**src/rtl/seg7_pkg.sv**
```systemverilog
// Shared constants for the 7-segment scan decoder: segment patterns, FSM states, slot indices.
// Latency: n/a (package). Backpressure: n/a.
package seg7_pkg;

    // Segment bit order is {g,f,e,d,c,b,a}
    localparam logic [6:0] SEG_0     = 7'h3F;
    localparam logic [6:0] SEG_1     = 7'h06;
    localparam logic [6:0] SEG_2     = 7'h5B;
    localparam logic [6:0] SEG_3     = 7'h4F;
    localparam logic [6:0] SEG_4     = 7'h66;
    localparam logic [6:0] SEG_5     = 7'h6D;
    localparam logic [6:0] SEG_6     = 7'h7D;
    localparam logic [6:0] SEG_7     = 7'h07;
    localparam logic [6:0] SEG_8     = 7'h7F;
    localparam logic [6:0] SEG_9     = 7'h6F;
    localparam logic [6:0] SEG_BLANK = 7'h00;
    localparam logic [6:0] SEG_MINUS = 7'h40;

    typedef enum logic [1:0] {
        ST_IDLE,
        ST_SETTLE,
        ST_SAMPLE,
        ST_HOLD
    } state_t;

    localparam int SLOT_ONES = 0;
    localparam int SLOT_TENS = 1;
    localparam int SLOT_SIGN = 2;

    function automatic logic is_onehot3(input logic [2:0] a);
        return (a == 3'b001) || (a == 3'b010) || (a == 3'b100);
    endfunction

endpackage

```
**src/rtl/seg7_pattern_decode.sv**
```systemverilog
// Classifies a raw segment pattern as a digit 0-9, blank or minus.
// Latency: combinational. Backpressure: none.
module seg7_pattern_decode
    import seg7_pkg::*;
(
    input  logic [6:0] seg,
    output logic [3:0] digit,
    output logic       is_digit,
    output logic       is_blank,
    output logic       is_minus
);

    always_comb begin
        digit    = 4'd0;
        is_digit = 1'b1;
        case (seg)
            SEG_0:   digit = 4'd0;
            SEG_1:   digit = 4'd1;
            SEG_2:   digit = 4'd2;
            SEG_3:   digit = 4'd3;
            SEG_4:   digit = 4'd4;
            SEG_5:   digit = 4'd5;
            SEG_6:   digit = 4'd6;
            SEG_7:   digit = 4'd7;
            SEG_8:   digit = 4'd8;
            SEG_9:   digit = 4'd9;
            default: is_digit = 1'b0;
        endcase
        is_blank = (seg == SEG_BLANK);
        is_minus = (seg == SEG_MINUS);
    end

endmodule

```
**src/rtl/seg7_scan_decoder.sv**
```systemverilog
// Recovers a signed 2-digit number from a multiplexed 3-digit 7-segment scan; confirms on two equal frames.
// Latency: valid/err 1 clk after frame completion / fault detection. Backpressure: none, scan is sampled as it comes.
module seg7_scan_decoder
    import seg7_pkg::*;
#(
    parameter int SETTLE   = 4,
    parameter int MAX_SLOT = 1023
)
(
    input  logic       clk,
    input  logic       rst,
    input  logic [2:0] an,
    input  logic [6:0] seg,
    input  logic       dp,
    output logic [7:0] value,
    output logic       valid,
    output logic       err
);

    localparam int            CW         = $clog2(MAX_SLOT + 2);
    localparam logic [CW-1:0] CNT_SETTLE = CW'(SETTLE);
    localparam logic [CW-1:0] CNT_TMO    = CW'(MAX_SLOT);
    localparam logic [CW-1:0] CNT_SAT    = CW'(MAX_SLOT + 1);

    state_t          state, state_nxt;
    logic [CW-1:0]   cnt, cnt_nxt, cnt_inc;
    logic [2:0]      an_q;
    logic            multi, multi_q, an_chg, an_ld;
    logic            capture, err_pat, err_tmo, err_now, clear_all, complete;
    logic            slot_ok;
    logic [2:0]      flags;
    logic            neg_q;
    logic [3:0]      tens_q, ones_q;
    logic [7:0]      prev_q, mag, frame_val;
    logic            prev_vld;
    logic [3:0]      digit;
    logic            is_digit, is_blank, is_minus;

    seg7_pattern_decode u_dec (
        .seg      (seg),
        .digit    (digit),
        .is_digit (is_digit),
        .is_blank (is_blank),
        .is_minus (is_minus)
    );

    assign multi   = (an != 3'b000) && !is_onehot3(an);
    assign an_chg  = (an != an_q);
    assign cnt_inc = (cnt == CNT_SAT) ? cnt : cnt + CW'(1);

    always_comb begin
        slot_ok = 1'b0;
        if (an_q[SLOT_SIGN])      slot_ok = is_blank | is_minus;
        else if (an_q[SLOT_TENS]) slot_ok = is_digit | is_blank;
        else if (an_q[SLOT_ONES]) slot_ok = is_digit;
    end

    always_comb begin
        state_nxt = state;
        cnt_nxt   = cnt;
        an_ld     = 1'b0;
        capture   = 1'b0;
        err_pat   = 1'b0;
        err_tmo   = 1'b0;
        if (multi) begin
            state_nxt = ST_IDLE;
            cnt_nxt   = '0;
        end else begin
            case (state)
                ST_IDLE: begin
                    if (an != 3'b000) begin
                        state_nxt = ST_SETTLE;
                        cnt_nxt   = CW'(1);
                        an_ld     = 1'b1;
                    end
                end
                ST_SETTLE: begin
                    if (an_chg) begin
                        state_nxt = ST_IDLE;
                        cnt_nxt   = '0;
                    end else if (cnt == CNT_TMO) begin
                        // Park in HOLD with a saturated count so the timeout reports once
                        err_tmo   = 1'b1;
                        state_nxt = ST_HOLD;
                        cnt_nxt   = CNT_SAT;
                    end else begin
                        if (cnt >= CNT_SETTLE) state_nxt = ST_SAMPLE;
                        cnt_nxt = cnt_inc;
                    end
                end
                ST_SAMPLE: begin
                    cnt_nxt = cnt_inc;
                    if (!slot_ok || dp) begin
                        err_pat   = 1'b1;
                        state_nxt = ST_IDLE;
                        cnt_nxt   = '0;
                    end else begin
                        capture   = 1'b1;
                        state_nxt = ST_HOLD;
                    end
                end
                ST_HOLD: begin
                    if (an_chg) begin
                        state_nxt = ST_IDLE;
                        cnt_nxt   = '0;
                    end else if (cnt == CNT_TMO) begin
                        err_tmo = 1'b1;
                        cnt_nxt = CNT_SAT;
                    end else begin
                        cnt_nxt = cnt_inc;
                    end
                end
                default: state_nxt = ST_IDLE;
            endcase
        end
    end

    assign err_now   = (multi & ~multi_q) | err_pat | err_tmo;
    assign clear_all = multi | err_pat | err_tmo;
    assign complete  = (flags == 3'b111) && !clear_all;
    assign mag       = 8'(tens_q) * 8'd10 + 8'(ones_q);
    assign frame_val = neg_q ? (8'd0 - mag) : mag;

    always_ff @(posedge clk) begin
        if (rst) begin
            state    <= ST_IDLE;
            cnt      <= '0;
            an_q     <= 3'b000;
            multi_q  <= 1'b0;
            flags    <= 3'b000;
            neg_q    <= 1'b0;
            tens_q   <= 4'd0;
            ones_q   <= 4'd0;
            prev_q   <= 8'd0;
            prev_vld <= 1'b0;
            value    <= 8'd0;
            valid    <= 1'b0;
            err      <= 1'b0;
        end else begin
            state   <= state_nxt;
            cnt     <= cnt_nxt;
            multi_q <= multi;
            valid   <= 1'b0;
            err     <= err_now;
            if (an_ld) an_q <= an;
            if (clear_all) begin
                flags    <= 3'b000;
                neg_q    <= 1'b0;
                tens_q   <= 4'd0;
                ones_q   <= 4'd0;
                prev_q   <= 8'd0;
                prev_vld <= 1'b0;
            end else begin
                flags <= (complete ? 3'b000 : flags) | (capture ? an_q : 3'b000);
                if (complete) begin
                    prev_q   <= frame_val;
                    prev_vld <= 1'b1;
                    if (prev_vld && prev_q == frame_val) begin
                        value <= frame_val;
                        valid <= 1'b1;
                    end
                end
                if (capture) begin
                    if (an_q[SLOT_SIGN])      neg_q  <= is_minus;
                    else if (an_q[SLOT_TENS]) tens_q <= digit;
                    else                      ones_q <= digit;
                end
            end
        end
    end

endmodule
```
**config.mk**
```make
export PLATFORM = sky130hd
export DESIGN_NAME = seg7_scan_decoder
export DESIGN_NICKNAME = d
export VERILOG_FILES = /design/src/rtl/seg7_pkg.sv /design/src/rtl/seg7_pattern_decode.sv /design/src/rtl/seg7_scan_decoder.sv
export SDC_FILE = /design/constraint.sdc
export NUM_CORES = 1
export LEC_CHECK = 0
export ABC_AREA = 1
export BUFFER_PORTS_ARGS = -buffer_cell sky130_fd_sc_hd__buf_2
export CAP_MARGIN = 30
export CELL_PAD_IN_SITES_DETAIL_PLACEMENT = 0
export CELL_PAD_IN_SITES_GLOBAL_PLACEMENT = 2
export CORE_MARGIN = 8
export CORE_UTILIZATION = 35
export CTS_CLUSTER_DIAMETER = 200
export DETAILED_ROUTE_END_ITERATION = 7
export PLACE_DENSITY_LB_ADDON = 0.25
export SLEW_MARGIN = 0
export SYNTH_ARGS = -nofsm -noshare
export SYNTH_HDL_FRONTEND = slang
export SYNTH_SLANG_ARGS = --single-unit
```
**constraint.sdc**
```tcl
create_clock -name clk -period 6.9 [get_ports clk]
set_input_delay 1.035 -clock clk [delete_from_list [all_inputs] [get_ports clk]]
set_output_delay 1.035 -clock clk [all_outputs]
set_load 0.01 [all_outputs]
```
After elaboration in Yosys (flattened, before gate mapping)
Index checks and enable logic that the tools add are counted.
W data, S select, Z words.
- flip-flop bits (word level): 48
- ROM bits: 0
- RAM bits: 0
- output and inout bits: 10
- input port bits: 13
- bits in latches: 0
- word-level logic and storage cells: 113
- memories: 0
- shift operators: 0
- reductions and logical operators: 22
- multipliers: 1
- divide/modulo/power cells: 0
- equality and inequality tests: 25
- bitwise operators: 13
- $add $sub $neg: 3
- magnitude comparators: 1
- muxes and demuxes: 35
- operators with widths (operator ; count):
    $eq A7 B7 Y1 const B ; 8
    $mux W11 ; 5
    $pmux W4 S9 ; 1
    $pmux W11 S3 ; 1
    $mux W1 ; 18
    $eq A7 B3 Y1 const B ; 2
    $mux W2 ; 6
    $reduce_and A3 Y1 ; 4
    $add A11 B1 Y11 const B ; 1
    $eq A11 B10 Y1 const B ; 1
    $eq A11 B11 Y1 const B ; 1
    $ge A11 B3 Y1 const B ; 1
    $reduce_or A10 Y1 ; 1
    $add A8 B4 Y8 ; 1
    $eq A8 B8 Y1 ; 1
    $mux W8 ; 1
    $pmux W2 S4 ; 1
    $sub A1 B8 Y8 const A ; 1
    $eq A7 B6 Y1 const B ; 1
    $logic_not A7 Y1 ; 1
    $mul A4 B3 Y7 const B ; 1
    $eq A3 B3 Y1 const B ; 2
    $mux W3 ; 2
    $or A1 B1 Y1 ; 6
    other kinds (18) ; 32

Logic depth before layout (Yosys ltp)
- word-level depth: 17
- mapped depth: 20
- mapped depth without buffers: 20

Modules after synthesis
Synthesis repeated with hierarchy kept, for this count alone.
- cells, all modules: 494
- area, all modules: 3265.6 µm²
- modules (own cells, without submodules) (module ; sequential area each (µm²) ; cells each ; times used ; area an instance (µm²)):
    seg7_scan_decoder ; 960.9 ; 438 ; 1 ; 3001.6
    seg7_pattern_decode ; 0.0 ; 56 ; 1 ; 264.0

Least setup slack after synthesis
OpenSTA, ideal clock, no wires.
- path type: reg-to-reg
- start point: register tens_q[1]
- end point: register value[0]
- data required time: 6.787 ns
- library setup time: 0.113 ns
- path buffers: 0
- period minus slack after synthesis: 2.503 ns
- arrival: 2.390 ns
- stages on the path, launching flop included: 17
- slack: 4.397 ns
- path through: dfxtp_1 -> ha_1 -> ha_1 -> inv_1 -> fa_1 -> nor2_2 -> nand3_1 -> nand2_1 -> nand2_1 -> nand3_1 -> nand3_1 -> nand2_1 -> nand2_1 -> nand2_1 -> nand3_2 -> nor2_1 -> nor2_1
- word-level cells in the longest chain between the ends: 7
- ends and longest elaborated chain (item ; RTL line ; source):
    from (decl) ; seg7_scan_decoder.sv:33 ; logic [3:0] tens_q, ones_q;
    from (signal assigned) ; seg7_scan_decoder.sv:165 ; else if (an_q[SLOT_TENS]) tens_q <= digit;
    $mul A4 B3 Y7 (*) ; seg7_scan_decoder.sv:121 ; assign mag = 8'(tens_q) * 8'd10 + 8'(ones_q);
    $add A8 B4 Y8 (*) ; seg7_scan_decoder.sv:121 ;
    $sub A1 B8 Y8 ; seg7_scan_decoder.sv:122 ; assign frame_val = neg_q ? (8'd0 - mag) : mag;
    $mux W8 (*) ; seg7_scan_decoder.sv:122 ;
    $eq A8 B8 Y1 (*) ; seg7_scan_decoder.sv:158 ; if (prev_vld && prev_q == frame_val) begin
    $logic_and A1 B1 Y1 (*) ; seg7_scan_decoder.sv:158 ;
    $reduce_and A3 Y1 (no source line) (*) ; -- ;
    to (signal assigned) ; seg7_scan_decoder.sv:159 ; value <= frame_val;
    to (decl) ; seg7_scan_decoder.sv:15 ; output logic [7:0] value,
Every way passes the cells marked *; elsewhere a longest branch is shown, timed or not.
A chain may end at the register's enable or synchronous reset.

Worst setup path after layout
- start point: register tens_q[3]
- end point: register value[2]
The elaborated chain is that of the path after synthesis.

==> flow_summary.yaml <==
status:
  status: "complete, no violations"
power:
  leakage_nw: 1.77
  powerDensity_mw_per_mm2: 144
  finalPower_mw: 0.503
  ir_drop_mv: 0.0772
global_routing:
  grt_pass1_vias: 2833
  busiest_layer: "met2"
  use_met2_pct: 20.5
  grt_remaining_overflow: 0
  grtUsageMet3_pct: 2.22
  globalRouteTotalUtil_pct: 12.0
  antenna_found_initial: 0
  grt_pass1_wl_mm: 12.7
  grt_use_met1_pct: 14.9
  grt_max_degree: 17
placement:
  place_congestion: 0.786
  port_buffers: 22
  hpwl_mm: 5.90
drt:
  drc: 0
  vias: 2981
  ant_nets: 0
  detail_route.vias_per_cell: 4.67
  wl_per_cell_um: 11.5
  drt_iter0_drc: 93
  drtPass1Iterations: 4
  wl_mm: 7.33
timing:
  worst-slew-pin-transition_ns: 0.881
  slew_headroom_pct: 41.0
  tns_ns: 0
  finalSetupViolCount: 0
  period_minus_slack_ns: 2.87
  fin_crit_sh_pct: 41.6
  maxSlewViolCount: 0
  rsz0062_at_grt: "false"
  hold_viol_final: 0
  max_freq_mhz: 348
  skew_ns: 0.0115
cells_and_area:
  seq_area_um2: 961
  multi_input_area_mm2: 0.00182
  antennaDiodeCount: 0
  layout.nets: 554
  drive_above_1_share_pct: 9.81
  syn2layout_area_growth_pct: 9.87
  final_util_pct: 39.7
  fillers: 967
worst_setup_path:
  cpMostUsedCell: "nand2_1"
  slowest_stage: "fa_1"
  startpoint_type: "flop"
  path_class: "reg -> reg"
  cp_cell_sequence: "ha_1, ha_1, inv_1, fa_1, nor2_2, nand3_1, nand2_1, nand2_1, nand3_1, nand3_1, nand2_1, nand2_1, nand2_1, nand3_2, nor2_1, nor2_1"
  cp.arrival_ns: 3.09
  worstPathMaxFanout: 7
  critPathMaxStageDelay_ns: 0.44
  end_kind: "flop"
  cp.required_ns: 7.12
clock_network:
  cts_tree: "built"
  clockRootBuffer: "clkbuf_8"
  clk_pin_slew_ns: 0.10
  cts_max_level: 2
  cts_hold_buf: 0
  clkLatencyLatePin_ns: 0.31
  postCtsSetupRepairBufs: 0
  cts_resized: 0
  clockBufferDepth: 2
  numCtsBuffers: 5
  cts_num_sinks: 48
die:
  io_pins: 23
  die_x_um: 111
  core_mm2: 0.00876
  die_y_um: 111
  start_util_pct: 36.2
  fp-row-count: 34
  dieArea_mm2: 0.0124
synthesis:
  ys_types: 39
  yosys-top-cells-area: "dfxtp_1 30%, nand2_1 16%, inv_1 11%"
  synth_cells: 504
  syn_nets: 529
  syn_avg_cell_area_um2: 6.29
  synth.largest_area_cell: "dfxtp_1"
  seq_area_frac_synth_pct: 30.3
  ys_ff_latch: 48
  synth_warnings: 0
  netlist.area_leader.share_pct: 30.3
  syn_area_mm2: 0.00317
min_path:
  hold_path_class: "reg -> reg"
job:
  drv_cap: 0
-- flip-flops by register name, summed over array words and instances (netlist names), 2 cells and up --
name	count
prev_q	8
ones_q	4
cnt	11
state	2
flags	3
value	8
tens_q	4
an_q	3
-- metrics by stage --
stage / cells / instance area, um^2 / worst slack [ns] / hold slack [ns]
global placement: 630 / 3390 / 4.10 / 0.452
detailed placement: 630 / 3390 / 4.00 / 0.450
floorplan: 504 / 3170 / 4.40 / 0.396
finish: 638 / 3480 / 4.03 / 0.455
CTS: 638 / 3480 / 4.00 / 0.456
global route: 638 / 3480 / 3.69 / 0.489
-- report_power, final --
part           internal [mW]  switching, mW
Combinational         0.0138         0.0290
Sequential             0.280        0.00392
Clock                 0.0720          0.104
Total                  0.366          0.137
-- synth_stat cells, drive strengths merged --
cell	n
nand2	135
inv	94
nor2	68
dfxtp	48
nand3	46
a21oi	27
o21ai	26
ha	10
nor3	9
nand4	6
o22ai	6
xnor2	5
xor2	5
buf	3
fa	2
nand3b	2
o2111ai	2
a211oi	1
a21boi	1
a221oi	1
a31oi	1
a41oi	1
and3	1
clkbuf	1
clkinv	1
nor3b	1
o21a	1
-- logic make-up after synthesis --
family,Yosys count,synth area share (%)
adders and majority gates,12,5.21
and+or+nand+nor,268,37.7
AOI/OAI and AO/OA,67,11.8
DFF,48,30.3
xor gates and xnor gates,10,2.76
buffers and inverters,99,12.1
-- path summary, 6_finish.rpt --
check             startpoint  endpoint  slack, ns  cells after the start
setup / recovery   tens_q[3]  value[2]       4.03                     16
hold / removal       multi_q       err       0.45                      1
setup reg to reg   tens_q[3]  value[2]       4.03                     16
hold reg to reg      multi_q       err       0.45                      1
-- cell type report --
cell class                 instances  area share [%]
clock inverter                     3           0.683
timing repair buffer              22            3.16
sequential                        48            27.6
inverter                          95            10.3
clock buffer                       5            1.98
multi-input combinational        357            52.4
tap                              108            3.88
-- critical path, delay by kind of cell, from the launching register on --
| family | cells | cell delay (ns) |
|---|---|---|
| adders and majority gates | 3 | 0.92 |
| buffers and inverters | 1 | 0.07 |
| DFF | 1 | 0.42 |
| and+or+nand+nor | 12 | 1.37 |
-- metal layers --
metal  up-vias  routed length [um]
met5         -                   0
met4         0                  78
met3         6                 149
met2        19                3440
met1      1314                3660
li1       1642                   -
-- cell usage in the layout (no fill, tap or decap), types with 2 or more instances in the layout --
cell / instances
a21oi_1: 26
o22ai_1: 6
o21ai_0: 18
nand3_1: 41
nor2_4: 3
nand3_4: 2
nor2_1: 62
ha_1: 10
nand2_2: 4
nand3_2: 3
nand4_1: 5
xnor2_1: 5
fa_1: 2
dfxtp_1: 48
nand3b_1: 2
clkinvlp_4: 2
buf_2: 22
nand2_1: 131
inv_2: 2
nor3_1: 8
nor2_2: 3
o2111ai_1: 2
clkbuf_8: 5
inv_1: 91
xor2_1: 5
o21ai_1: 8
Note: power is estimated with default switching activity, not from simulation.
